--- config.mk ---
export PLATFORM = sky130hd
export DESIGN_NAME = usb_tx_flat
export DESIGN_NICKNAME = d
export VERILOG_FILES = /design/src/rtl/usb_pkg.sv /design/src/rtl/usb_tx_if.sv /design/src/rtl/byte_fifo.sv /design/src/rtl/usb_tx.sv /design/src/flat_wrapper.sv
export SDC_FILE = /design/constraint.sdc
export NUM_CORES = 1
export LEC_CHECK = 0
export ABC_CLOCK_PERIOD_IN_PS = 9540
export BUFFER_PORTS_ARGS = -buffer_cell sky130_fd_sc_hd__buf_2
export CORE_MARGIN = 4
export CORE_UTILIZATION = 29
export CTS_BUF_LIST = sky130_fd_sc_hd__clkbuf_16
export DETAILED_ROUTE_END_ITERATION = 12
export PLACE_DENSITY_LB_ADDON = 0.2
export SLEW_MARGIN = 0
export SYNTH_ARGS = -nofsm -noshare
export SYNTH_HDL_FRONTEND = slang
export SYNTH_SLANG_ARGS = --single-unit
--- constraint.sdc ---
create_clock -name clk -period 9.54 [get_ports clk]
set_input_delay 0 -clock clk [delete_from_list [all_inputs] [get_ports clk]]
set_output_delay 0 -clock clk [all_outputs]
set_load 0.02 [all_outputs]
--- src/rtl/usb_pkg.sv ---
// Shared definitions for the FT245 USB transmit path: FSM states, default
// sizing and the FT245 pin polarities also used by the receiver.
package usb_pkg;

  localparam int unsigned DEF_DEPTH    = 16;
  localparam int unsigned DEF_WR_PULSE = 3;
  localparam int unsigned DEF_SI_IDLE  = 1024;

  localparam logic TXE_SPACE    = 1'b0;
  localparam logic TXE_NO_SPACE = 1'b1;
  localparam logic WR_ACTIVE    = 1'b1;
  localparam logic SI_ACTIVE    = 1'b0;

  typedef enum logic [2:0] {
    IDLE,
    REQ,
    SETUP,
    STROBE,
    HOLD,
    SI_PULSE
  } tx_state_e;

endpackage

--- src/rtl/usb_tx_if.sv ---
// Byte handshake, flush, FT245 pins and shared d-bus arbitration of usb_tx.
interface usb_tx_if
  import usb_pkg::*;
#(
  parameter int unsigned DEPTH = DEF_DEPTH
);

  logic [7:0]             tx_data;
  logic                   tx_valid;
  logic                   tx_ready;
  logic                   flush;
  logic                   txe;
  logic                   bus_req;
  logic                   bus_gnt;
  logic                   wr;
  logic [7:0]             d_out;
  logic                   d_oe;
  logic                   SI;
  logic [$clog2(DEPTH):0] level;

  modport slave (
    input  tx_data, tx_valid, flush, txe, bus_gnt,
    output tx_ready, bus_req, wr, d_out, d_oe, SI, level
  );

  modport master (
    output tx_data, tx_valid, flush, txe, bus_gnt,
    input  tx_ready, bus_req, wr, d_out, d_oe, SI, level
  );

endinterface

--- src/rtl/byte_fifo.sv ---
// Circular byte FIFO with registered full/empty/level flags.
module byte_fifo
  import usb_pkg::*;
#(
  parameter int unsigned DEPTH = DEF_DEPTH
) (
  input  logic                   clk,
  input  logic                   rst_n,
  input  logic                   push_i,
  input  logic [7:0]             din_i,
  input  logic                   pop_i,
  output logic [7:0]             dout_o,
  output logic                   full_o,
  output logic                   empty_o,
  output logic [$clog2(DEPTH):0] level_o
);

  localparam int unsigned AW = $clog2(DEPTH);
  localparam int unsigned LW = AW + 1;

  logic [7:0]    mem_q [DEPTH];
  logic [AW-1:0] wr_ptr_q;
  logic [AW-1:0] rd_ptr_q;
  logic [LW-1:0] level_q;
  logic [LW-1:0] level_d;
  logic          full_q;
  logic          empty_q;

  always_ff @(posedge clk) begin
    if (push_i) mem_q[wr_ptr_q] <= din_i;
  end

  // Simultaneous push and pop leaves the level untouched.
  always_comb begin
    level_d = level_q;
    case ({push_i, pop_i})
      2'b10:   level_d = level_q + LW'(1);
      2'b01:   level_d = level_q - LW'(1);
      default: ;
    endcase
  end

  always_ff @(posedge clk or negedge rst_n) begin
    if (!rst_n) begin
      wr_ptr_q <= '0;
      rd_ptr_q <= '0;
      level_q  <= '0;
      full_q   <= 1'b0;
      empty_q  <= 1'b1;
    end else begin
      if (push_i) wr_ptr_q <= wr_ptr_q + AW'(1);
      if (pop_i)  rd_ptr_q <= rd_ptr_q + AW'(1);
      level_q <= level_d;
      full_q  <= (level_d == LW'(DEPTH));
      empty_q <= (level_d == '0);
    end
  end

  assign dout_o  = mem_q[rd_ptr_q];
  assign full_o  = full_q;
  assign empty_o = empty_q;
  assign level_o = level_q;

endmodule

--- src/rtl/usb_tx.sv ---
// FT245 transmit engine: buffers bytes, arbitrates for the shared d bus,
// strobes wr per byte and issues send-immediate on flush or idle timeout.
module usb_tx
  import usb_pkg::*;
#(
  parameter int unsigned DEPTH    = DEF_DEPTH,
  parameter int unsigned WR_PULSE = DEF_WR_PULSE,
  parameter int unsigned SI_IDLE  = DEF_SI_IDLE
) (
  input logic     clk,
  input logic     rst_n,
  usb_tx_if.slave bus
);

  localparam int unsigned LVL_W = $clog2(DEPTH) + 1;
  localparam int unsigned PC_W  = (WR_PULSE > 1) ? $clog2(WR_PULSE) : 1;
  localparam int unsigned IC_W  = $clog2(SI_IDLE + 1);
  // HOLD cycle, trigger decision and output register absorb three cycles.
  localparam int unsigned IDLE_TRIG = SI_IDLE - 3;

  tx_state_e        state_q, state_d;
  logic [PC_W-1:0]  pcnt_q, pcnt_d;
  logic [IC_W-1:0]  idle_cnt_q, idle_cnt_d;
  logic             armed_q, armed_d;
  logic             pending_q, pending_d;
  logic             txe_meta_q, txe_s_q;
  logic             bus_req_q, bus_req_d;
  logic             wr_q, wr_d;
  logic             d_oe_q, d_oe_d;
  logic [7:0]       d_out_q, d_out_d;
  logic             si_q, si_d;

  logic             push, pop, full, empty, pulse_last, si_trig, enter_si, space;
  logic [7:0]       fifo_head;
  logic [LVL_W-1:0] level;

  byte_fifo #(.DEPTH(DEPTH)) u_fifo (
    .clk     (clk),
    .rst_n   (rst_n),
    .push_i  (push),
    .din_i   (bus.tx_data),
    .pop_i   (pop),
    .dout_o  (fifo_head),
    .full_o  (full),
    .empty_o (empty),
    .level_o (level)
  );

  assign push       = bus.tx_valid && !full;
  assign pulse_last = (pcnt_q == PC_W'(WR_PULSE - 1));
  assign pop        = (state_q == STROBE) && pulse_last;
  assign space      = (txe_s_q == TXE_SPACE);
  assign si_trig    = armed_q && (idle_cnt_q == IC_W'(IDLE_TRIG));
  assign enter_si   = (state_q != SI_PULSE) && (state_d == SI_PULSE);

  always_ff @(posedge clk or negedge rst_n) begin
    if (!rst_n) begin
      txe_meta_q <= TXE_NO_SPACE;
      txe_s_q    <= TXE_NO_SPACE;
    end else begin
      txe_meta_q <= bus.txe;
      txe_s_q    <= txe_meta_q;
    end
  end

  // State, counters and flags.
  always_ff @(posedge clk or negedge rst_n) begin
    if (!rst_n) begin
      state_q    <= IDLE;
      pcnt_q     <= '0;
      idle_cnt_q <= '0;
      armed_q    <= 1'b0;
      pending_q  <= 1'b0;
    end else begin
      state_q    <= state_d;
      pcnt_q     <= pcnt_d;
      idle_cnt_q <= idle_cnt_d;
      armed_q    <= armed_d;
      pending_q  <= pending_d;
    end
  end

  always_comb begin
    state_d = state_q;
    pcnt_d  = '0;
    unique case (state_q)
      IDLE: begin
        if (!empty && space)                  state_d = REQ;
        else if (empty && (pending_q || si_trig)) state_d = SI_PULSE;
      end
      REQ: begin
        if (!space)           state_d = IDLE;
        else if (bus.bus_gnt) state_d = SETUP;
      end
      SETUP: state_d = STROBE;
      STROBE: begin
        if (pulse_last) state_d = HOLD;
        else            pcnt_d  = pcnt_q + PC_W'(1);
      end
      HOLD: begin
        if (!empty && space && bus.bus_gnt) state_d = SETUP;
        else                                state_d = IDLE;
      end
      SI_PULSE: begin
        if (pulse_last) state_d = IDLE;
        else            pcnt_d  = pcnt_q + PC_W'(1);
      end
      default: state_d = IDLE;
    endcase
  end

  // Idle timer re-arms on every pop; a flush arriving mid-pulse survives the clear.
  always_comb begin
    idle_cnt_d = idle_cnt_q;
    armed_d    = armed_q;
    pending_d  = pending_q;
    if (pop) begin
      idle_cnt_d = '0;
      armed_d    = 1'b1;
    end else if (state_q == IDLE && empty && idle_cnt_q != IC_W'(SI_IDLE)) begin
      idle_cnt_d = idle_cnt_q + IC_W'(1);
    end
    if (enter_si) begin
      armed_d   = 1'b0;
      pending_d = 1'b0;
    end
    if (bus.flush) pending_d = 1'b1;
  end

  always_comb begin
    bus_req_d = 1'b0;
    wr_d      = !WR_ACTIVE;
    d_oe_d    = 1'b0;
    d_out_d   = d_out_q;
    si_d      = !SI_ACTIVE;
    case (state_q)
      REQ:    bus_req_d = 1'b1;
      SETUP: begin
        bus_req_d = 1'b1;
        d_oe_d    = 1'b1;
        d_out_d   = fifo_head;
      end
      STROBE: begin
        bus_req_d = 1'b1;
        d_oe_d    = 1'b1;
        wr_d      = WR_ACTIVE;
      end
      HOLD: begin
        bus_req_d = 1'b1;
        d_oe_d    = 1'b1;
      end
      SI_PULSE: si_d = SI_ACTIVE;
      default: ;
    endcase
  end

  always_ff @(posedge clk or negedge rst_n) begin
    if (!rst_n) begin
      bus_req_q <= 1'b0;
      wr_q      <= !WR_ACTIVE;
      d_oe_q    <= 1'b0;
      d_out_q   <= '0;
      si_q      <= !SI_ACTIVE;
    end else begin
      bus_req_q <= bus_req_d;
      wr_q      <= wr_d;
      d_oe_q    <= d_oe_d;
      d_out_q   <= d_out_d;
      si_q      <= si_d;
    end
  end

  assign bus.tx_ready = !full;
  assign bus.bus_req  = bus_req_q;
  assign bus.wr       = wr_q;
  assign bus.d_out    = d_out_q;
  assign bus.d_oe     = d_oe_q;
  assign bus.SI       = si_q;
  assign bus.level    = level;

endmodule
--- src/flat_wrapper.sv ---
// flat-port wrapper written by rule: the top's interface ports become plain ports
module usb_tx_flat import usb_pkg::*;
#(
  parameter int unsigned DEPTH    = DEF_DEPTH,
  parameter int unsigned WR_PULSE = DEF_WR_PULSE,
  parameter int unsigned SI_IDLE  = DEF_SI_IDLE
)
  (clk, rst_n, bus_tx_data, bus_tx_valid, bus_flush, bus_txe, bus_bus_gnt, bus_tx_ready, bus_bus_req, bus_wr, bus_d_out, bus_d_oe, bus_SI, bus_level);
  usb_tx_if #(.DEPTH(DEPTH)) bus_i ();
  input logic clk;
  input logic rst_n;
  input wire logic [$bits(bus_i.tx_data)-1:0] bus_tx_data;
  input wire logic [$bits(bus_i.tx_valid)-1:0] bus_tx_valid;
  input wire logic [$bits(bus_i.flush)-1:0] bus_flush;
  input wire logic [$bits(bus_i.txe)-1:0] bus_txe;
  input wire logic [$bits(bus_i.bus_gnt)-1:0] bus_bus_gnt;
  output wire logic [$bits(bus_i.tx_ready)-1:0] bus_tx_ready;
  output wire logic [$bits(bus_i.bus_req)-1:0] bus_bus_req;
  output wire logic [$bits(bus_i.wr)-1:0] bus_wr;
  output wire logic [$bits(bus_i.d_out)-1:0] bus_d_out;
  output wire logic [$bits(bus_i.d_oe)-1:0] bus_d_oe;
  output wire logic [$bits(bus_i.SI)-1:0] bus_SI;
  output wire logic [$bits(bus_i.level)-1:0] bus_level;
  assign bus_i.tx_data = bus_tx_data;
  assign bus_i.tx_valid = bus_tx_valid;
  assign bus_i.flush = bus_flush;
  assign bus_i.txe = bus_txe;
  assign bus_i.bus_gnt = bus_bus_gnt;
  assign bus_tx_ready = bus_i.tx_ready;
  assign bus_bus_req = bus_i.bus_req;
  assign bus_wr = bus_i.wr;
  assign bus_d_out = bus_i.d_out;
  assign bus_d_oe = bus_i.d_oe;
  assign bus_SI = bus_i.SI;
  assign bus_level = bus_i.level;
  usb_tx #(.DEPTH(DEPTH), .WR_PULSE(WR_PULSE), .SI_IDLE(SI_IDLE)) u_core (.clk(clk), .rst_n(rst_n), .bus(bus_i));
endmodule
==> metrics.md, run 1 <==
| Metric | Value |
|---|---|
| Final period util | 0.362 |
| CTS sink cnt | 175 |
| Total grt overflow | 0 |
| RR Startpoint | u_core.state_q[0] |
| Area Growth Syn to Fin | 16.9% |
| TritonCTS Buffers | 17 |
| Fin crit period | 3.45 ns |
| Leak | 3.02 nW |
| CP max-delay cell | dfrtp_1 |
| CTS tree | done |
| Row cnt | 57 |
| Power per cell area | 285 mW/mm^2 |
| Crit Path Class | flip-flop to flip-flop |
| Clock skew | 0.0133 ns |
| Post-Route WL | about 15000 um |
| Die area | 0.0278 mm^2 |
| Mean Syn Cell Area | approximately 17 um^2 |
| Die Y | roughly 170 um |
| Routed vias/inst | about 4.7 |
| # IOs | 32 |
| Vias | a little under 4000 |
| Layout cells sized above 1 | 0.222 |
| Req. time, crit path | 9.83 ns |
| Data arrival, critical path | between 3 and 4 ns |
| Crit. Startpoint | u_core.state_q[0] |
| Final ANT Viol Nets | 0 |
| Final Slew Violations | 0 |
| Slew @ Worst Pin | 0.900 ns |
| Reg2reg path depth | 11 |
| Slew margin rel. | 0.392 |
| 1st-iter DRT viols | 209 |
| Ant diodes | 0 |
| Core area | 0.0245 mm^2 |
| Area after DPL | 0.00781 mm^2 |
| Synth cell types | 52 |
| Setup Viol. Count Final | 0 |
| Avg WL per Cell | about 18 um |
| Outcome | completed |
| Critical path launch point type | flip-flop |
| Worst-Skew Late Latency | 0.44 ns |
| R2r setup slk | approximately 6.1 ns |
| Tot GR Track Use | 0.111 |
| Hold Path Class | input pin to flip-flop |
| Synth async-reset ratio | 0.269 |
| Worst hold path stage count | 3 |
| Gate Count Post-Synth | 439 |
| Ys flop type | edfxtp_1 |
| Cell mode on critical path | inv_1 |
| Antenna violations before repair | 0 |
| FF+latch count, synth | about 180 |
| Starting density of the core | 0.298 |
| Final worst setup slack | ~6.1 ns |
| HP Start | bus_tx_valid |
| Worst r2r dst | u_core.u_fifo.empty_o |
| Seq/Total Area, Yosys | 0.688 |
| Syn Nets | 466 |
| Pre-antenna DRT Iters | 4 |
| Clk pin slew, worst setup/hold paths | 0.07 ns |
| EDFF count, synth | 128 |
| Hold Vio Cnt, Final | 0 |
| Fill cells | 2368 |
| Synthesized area | 0.00730 mm^2 |
| WHS | 0.0850 ns |
| Clk buf depth | 2 |
| PortBufs | 31 |
| Maxcap violations | 0 |
| CP endpoint kind | flip-flop |
| Worst-path maximum fanout | 15 |
| Die X | between 150 and 200 um |
| Final instance area | ~0.0085 mm^2 |
| Top delay family on crit path | adder cells |
| Post-Route Setup TNS | 0 ns |
| Vias in the first global route | between 4000 and 5000 |
| Post-Place Worst Slack | 6.12 ns |
| Hold endpoint | u_core.u_fifo.wr_ptr_q[0] |
| Fmax | between 200 and 300 MHz |
| Layout Nets | about 510 |
| Largest stage delay, worst path | 0.56 ns |
| H-tree Lvls | 4 |
| Warnings, synthesis | 0 |
| RSZ-0062 raised after global routing | false |
| DRC | 0 |
| Clk root buf | clkbuf_16 |
| DP Wirelength | about 9600 um |
| Multi-input gate area | 0.00214 mm^2 |
| Sequential cell area | 0.00503 mm^2 |
| Most common cell after layout, fill and taps aside | edfxtp_1 |
| Placer Congestion | 0.734 |
| Commonest cells after routing, fill and taps aside | edfxtp_1, dfrtp_1, mux4_2, buf_2 |
| First-pass GRT wire length | 23500 um |
| Largest net degree at the start of global routing | 48 |
| WP buf/inv | 3 |
| Critical-path cell list | nand3b_1 > inv_1 > nand3_1 > inv_1 > ha_1 > inv_1 > fa_1 > nand3b_1 > nor3b_1 > mux2i_1 > a2111oi_0 |
| Peak supply drop | 0.0994 mV |
worst max-delay path by stage:
stage,cells after the start,endpoint
after global routing,11,u_core.u_fifo.empty_o
after detailed placement,11,u_core.u_fifo.empty_o
final,11,u_core.u_fifo.empty_o
after floorplan,12,u_core.u_fifo.full_o
after CTS,11,u_core.u_fifo.empty_o
after global placement,11,u_core.u_fifo.empty_o
cell usage after synthesis (3+ instances only):
master	number	area, um^2
a21oi_1	4	20.0
dfrtp_1	43	1080
dfstp_2	4	105
clkbuf_1	5	18.8
nand3b_1	3	22.5
and2_1	18	113
xnor2_1	10	87.6
nor2_1	14	52.6
nor3b_1	4	30.0
nand2b_1	5	31.3
nor4_1	4	25.0
a2bb2oi_1	7	61.3
mux2_2	5	56.3
o21ai_0	16	80.1
or4_1	4	30.0
inv_1	14	52.6
nand4_1	6	37.5
mux2i_1	17	170
xor2_1	6	52.6
nand3_1	9	45.0
ha_1	12	150
nor3_1	4	20.0
buf_1	6	22.5
nand2_1	18	67.6
edfxtp_1	128	3840
o211ai_1	3	22.5
buf_2	6	30.0
mux4_2	31	698
o21a_1	3	22.5
tightest hold or removal path: stages:
cell     delay (ns)
buf_2          0.09
nor2b_1        0.22
xnor2_1        0.16
area by class of cell:
cell class                      count  area share
Sequential cell                   175       0.589
Multi-Input combinational cell    232       0.251
Clock buffer                       17      0.0498
Tap cell                          324      0.0475
Timing Repair Buffer               47      0.0358
Clock inverter                     15      0.0213
Inverter                           14     0.00616
report_power, final:
part / switching [mW] / internal [mW] / leakage [nW]
Combinational: 0.391 / 0.314 / 0.990
Clock: 0.346 / 0.356 / 0.294
Sequential: 0.0795 / 0.943 / 1.73
through the flow:
step	total power, mW	util	cells
floorplan	1.54	-	439
global placement	1.74	0.318	780
detailed placement	1.76	0.318	780
CTS	2.47	0.348	824
global route	2.56	0.348	824
finish	2.43	0.348	824
state kept, by name, summed over array words and instances, names as in the netlist:
name	flops
u_core.armed_q	1
u_core.bus.SI	1
u_core.bus.bus_req	1
u_core.bus.d_oe	1
u_core.bus.d_out	8
u_core.bus.wr	1
u_core.idle_cnt_q	11
u_core.pcnt_q	2
u_core.pending_q	1
u_core.state_q	3
u_core.txe_meta_q	1
u_core.txe_s_q	1
u_core.u_fifo.empty_o	1
u_core.u_fifo.full_o	1
u_core.u_fifo.level_o	5
u_core.u_fifo.mem_q	128
u_core.u_fifo.rd_ptr_q	4
u_core.u_fifo.wr_ptr_q	4
timing repair:
action                                  CTS  global route
endpoints found under the setup margin    0             0
gates resized for setup                   0             0
setup buffers                             0             0
hold buffers                             12             0
endpoints found under the hold margin   175             0
metal layers:
metal / wire length (um) / track usage / share of wire / vias up
li1: - / - / - / 1798
met1: 6890 / 0.144 / 0.46 / 1990
met2: 7560 / 0.187 / 0.50 / 66
met3: 447 / 0.0232 / 0.030 / 17
met4: 208 / 0.0374 / 0.014 / 0
met5: 0 / 0 / 0 / -
cells by family after synthesis:
group,share of synthesized area
AO/OA/AOI/OAI,0.0466
adder cells (fa/ha/maj),0.0233
XOR/XNOR,0.0192
buffers and inverters,0.0185
flip-flops,0.688
AND/OR/NAND/NOR,0.0775
multiplexers,0.127
(Power assumes the default switching activity.)
==> inputs of run 2 (changes only) <==
ABC_CLOCK_PERIOD_IN_PS = 3170   (was 9540)
clock period = 3.17 ns   (was 9.54 ns; I/O delays follow)
==> run 2 against run 1 <==
Net effect: first-iteration DRC count is 15% higher; final area is 0.66% higher; die area stayed put; worst setup slack worse by 5.8 ns; via count is 0.34% higher; non-clock buffer count is 8 higher; maximum frequency is 21% higher; sequential power grew to 3.1 times the previous value; hold slack worse by 0.011 ns; largest power group unchanged; count of clock-buffer cells in the layout stayed put.
==> metrics.md, run 2 (synthesis gave the netlist of run 1 again) <==
| Metric | Value |
|---|---|
| Req. time, crit path | 3.48 ns |
| Fmax | roughly 350 MHz |
| First-pass GRT wire length | 23900 um |
| TritonCTS Buffers | 17 |
| Placer Congestion | just under 0.8 |
| Leak | 3.05 nW |
| Routed vias/inst | 4.67 |
| Vias in the first global route | 4159 |
| Ant diodes | 0 |
| Worst-path maximum fanout | 7 |
| PortBufs | 31 |
| Critical Path Stages | 11 |
| Vias | around 3900 |
| Worst Setup EP | u_core.u_fifo.empty_o |
| Maxcap violations | 0 |
| Hold Path Class | input pin to flip-flop |
| # IOs | 32 |
| Top delay family on crit path | adder cells |
| Critical path launch point type | flip-flop |
| Die X | about 170 um |
| Layout cells sized above 1 | 0.236 |
| Clk root buf | clkbuf_16 |
| Worst r2r dst | u_core.u_fifo.empty_o |
| Setup Buffers After CTS | 0 |
| Worst-Skew Late Latency | 0.43 ns |
| Largest stage delay, worst path | 0.51 ns |
| DP Wirelength | around 10000 um |
| Power per cell area | 856 mW/mm^2 |
| Row cnt | 57 |
| Crit. Startpoint | u_core.state_q[2] |
| Tot GR Track Use | 0.113 |
| Met2 wire len | approximately 7700 um |
| Core area | between 0.02 and 0.025 mm^2 |
| Most common cell after layout, fill and taps aside | edfxtp_1 |
| Clk pin slew, worst setup/hold paths | 0.08 ns |
| Total grt overflow | 0 |
| Reg2reg path depth | 11 |
| Final Slew Violations | 0 |
| Max reg flops | 128 |
| RSZ-0062 raised after global routing | false |
| Data arrival, critical path | roughly 3.2 ns |
| Peak supply drop | between 0.2 and 0.3 mV |
| Fill cells | between 2000 and 2500 |
| R2r setup slk | roughly 0.32 ns |
| Fin crit period | approximately 2.9 ns |
| Avg WL per Cell | 18.4 um |
| CP max-delay cell | fa_1 |
| Area Growth Syn to Fin | 17.7% |
| H-tree Lvls | 4 |
| WP buf/inv | 3 |
| RR Startpoint | u_core.state_q[2] |
| Final period util | 0.899 |
| Reg with most FFs | u_core.u_fifo.mem_q |
| Crit Path Class | flip-flop to flip-flop |
| CP endpoint kind | flip-flop |
| Clock skew | 0.0111 ns |
| Hold Vio Cnt, Final | 0 |
| Slew @ Worst Pin | 0.985 ns |
| Post-Route Setup TNS | 0 ns |
| Wl on met1 | 6930 um |
| Starting density of the core | 0.298 |
| Die Y | 167 um |
| Layout Nets | approximately 520 |
| 1st-iter DRT viols | 241 |
| Setup Viol. Count Final | 0 |
| Antenna violations before repair | 0 |
| Met3 wire length | 416 um |
| Largest net degree at the start of global routing | 48 |
| Util after Layout | 0.350 |
| DRC | 0 |
| CTS sink cnt | 175 |
| Final ANT Viol Nets | 0 |
| Outcome | completed |
| Post-Route WL | roughly 15000 um |
| Die area | 0.0278 mm^2 |
| Commonest cells after routing, fill and taps aside | edfxtp_1, dfrtp_1, mux4_2, buf_2 |
| Top sig layer | met4 |
| Post-Place Worst Slack | 0.0925 ns |
| Pre-antenna DRT Iters | 4 |
| Clk buf depth | 2 |
| Slew margin rel. | 0.343 |
| Critical-path cell list | nand3b_1 > inv_1 > nand3_1 > inv_1 > ha_1 > inv_1 > fa_1 > nand3b_1 > nor3b_1 > mux2i_1 > a2111oi_2 |
| Cell mode on critical path | inv_1 |
| CTS tree | done |
| Final worst setup slack | 0.319 ns |
## run 2: cell types whose count changed in the layout (fill, tap and decap cells not counted), sizes merged
| cell | delta |
|---|---|
| buf | +8 |
| clkinvlp | +2 |
| clkinv | -2 |
## run 2: area by class of cell
class	count	area, um^2	area share
clock inverter	15	171	0.0199
multi-input combinational	232	2150	0.250
inverter	14	52.6	0.00612
sequential	175	5030	0.585
timing repair buffer	55	365	0.0425
tap	324	405	0.0472
clock buffer	17	425	0.0495
## run 2: worst min-delay path by stage
stage                       from                   endpoint  cells past startpoint
floorplan                  rst_n             u_core.armed_q                      0
global placement         bus_txe          u_core.txe_meta_q                      1
detailed placement       bus_txe          u_core.txe_meta_q                      1
CTS                 bus_tx_valid  u_core.u_fifo.wr_ptr_q[0]                      4
global route        bus_tx_valid  u_core.u_fifo.wr_ptr_q[0]                      4
finish              bus_tx_valid  u_core.u_fifo.wr_ptr_q[0]                      4
## run 2: worst register-to-register path, cell delays in order, from the launching register on
cell	delay (ns)
dfrtp_1	0.37
nand3b_1	0.21
inv_1	0.11
nand3_1	0.18
inv_1	0.13
ha_1	0.30
inv_1	0.10
fa_1	0.51
nand3b_1	0.11
nor3b_1	0.19
mux2i_1	0.15
a2111oi_2	0.36
## run 2: stage by stage
stage                     power [mW]  area (um^2)  hold slack, ns  std cells
after global placement          5.30         7870           0.107        788
after floorplan                 4.64         7300          -0.296        439
final                           7.35         8590          0.0740        832
after global routing            7.78         8590          0.0948        832
after detailed placement        5.35         7870           0.106        788
after CTS                       7.46         8590          0.0707        832
## run 2: routing by layer
| layer | vias to the layer above | track usage |
|---|---|---|
| met1 | 2004 | 0.146 |
| met5 | - | 0 |
| li1 | 1812 | - |
| met3 | 13 | 0.0289 |
| met4 | 0 | 0.0324 |
| met2 | 55 | 0.189 |
## run 2: power breakdown
part	total, mW	internal (mW)	switching [mW]	leakage (nW)
Combinational	2.06	0.993	1.07	1.03
Sequential	3.21	2.83	0.374	1.73
Clock	2.08	1.06	1.02	0.284
Total	7.35	4.89	2.46	3.05
## run 2: timing repair
action	4_1_cts	5_1_grt
hold buffers	12	0
endpoints found under the hold margin	175	0
gates resized for setup	0	2
setup endpoints to repair	0	1
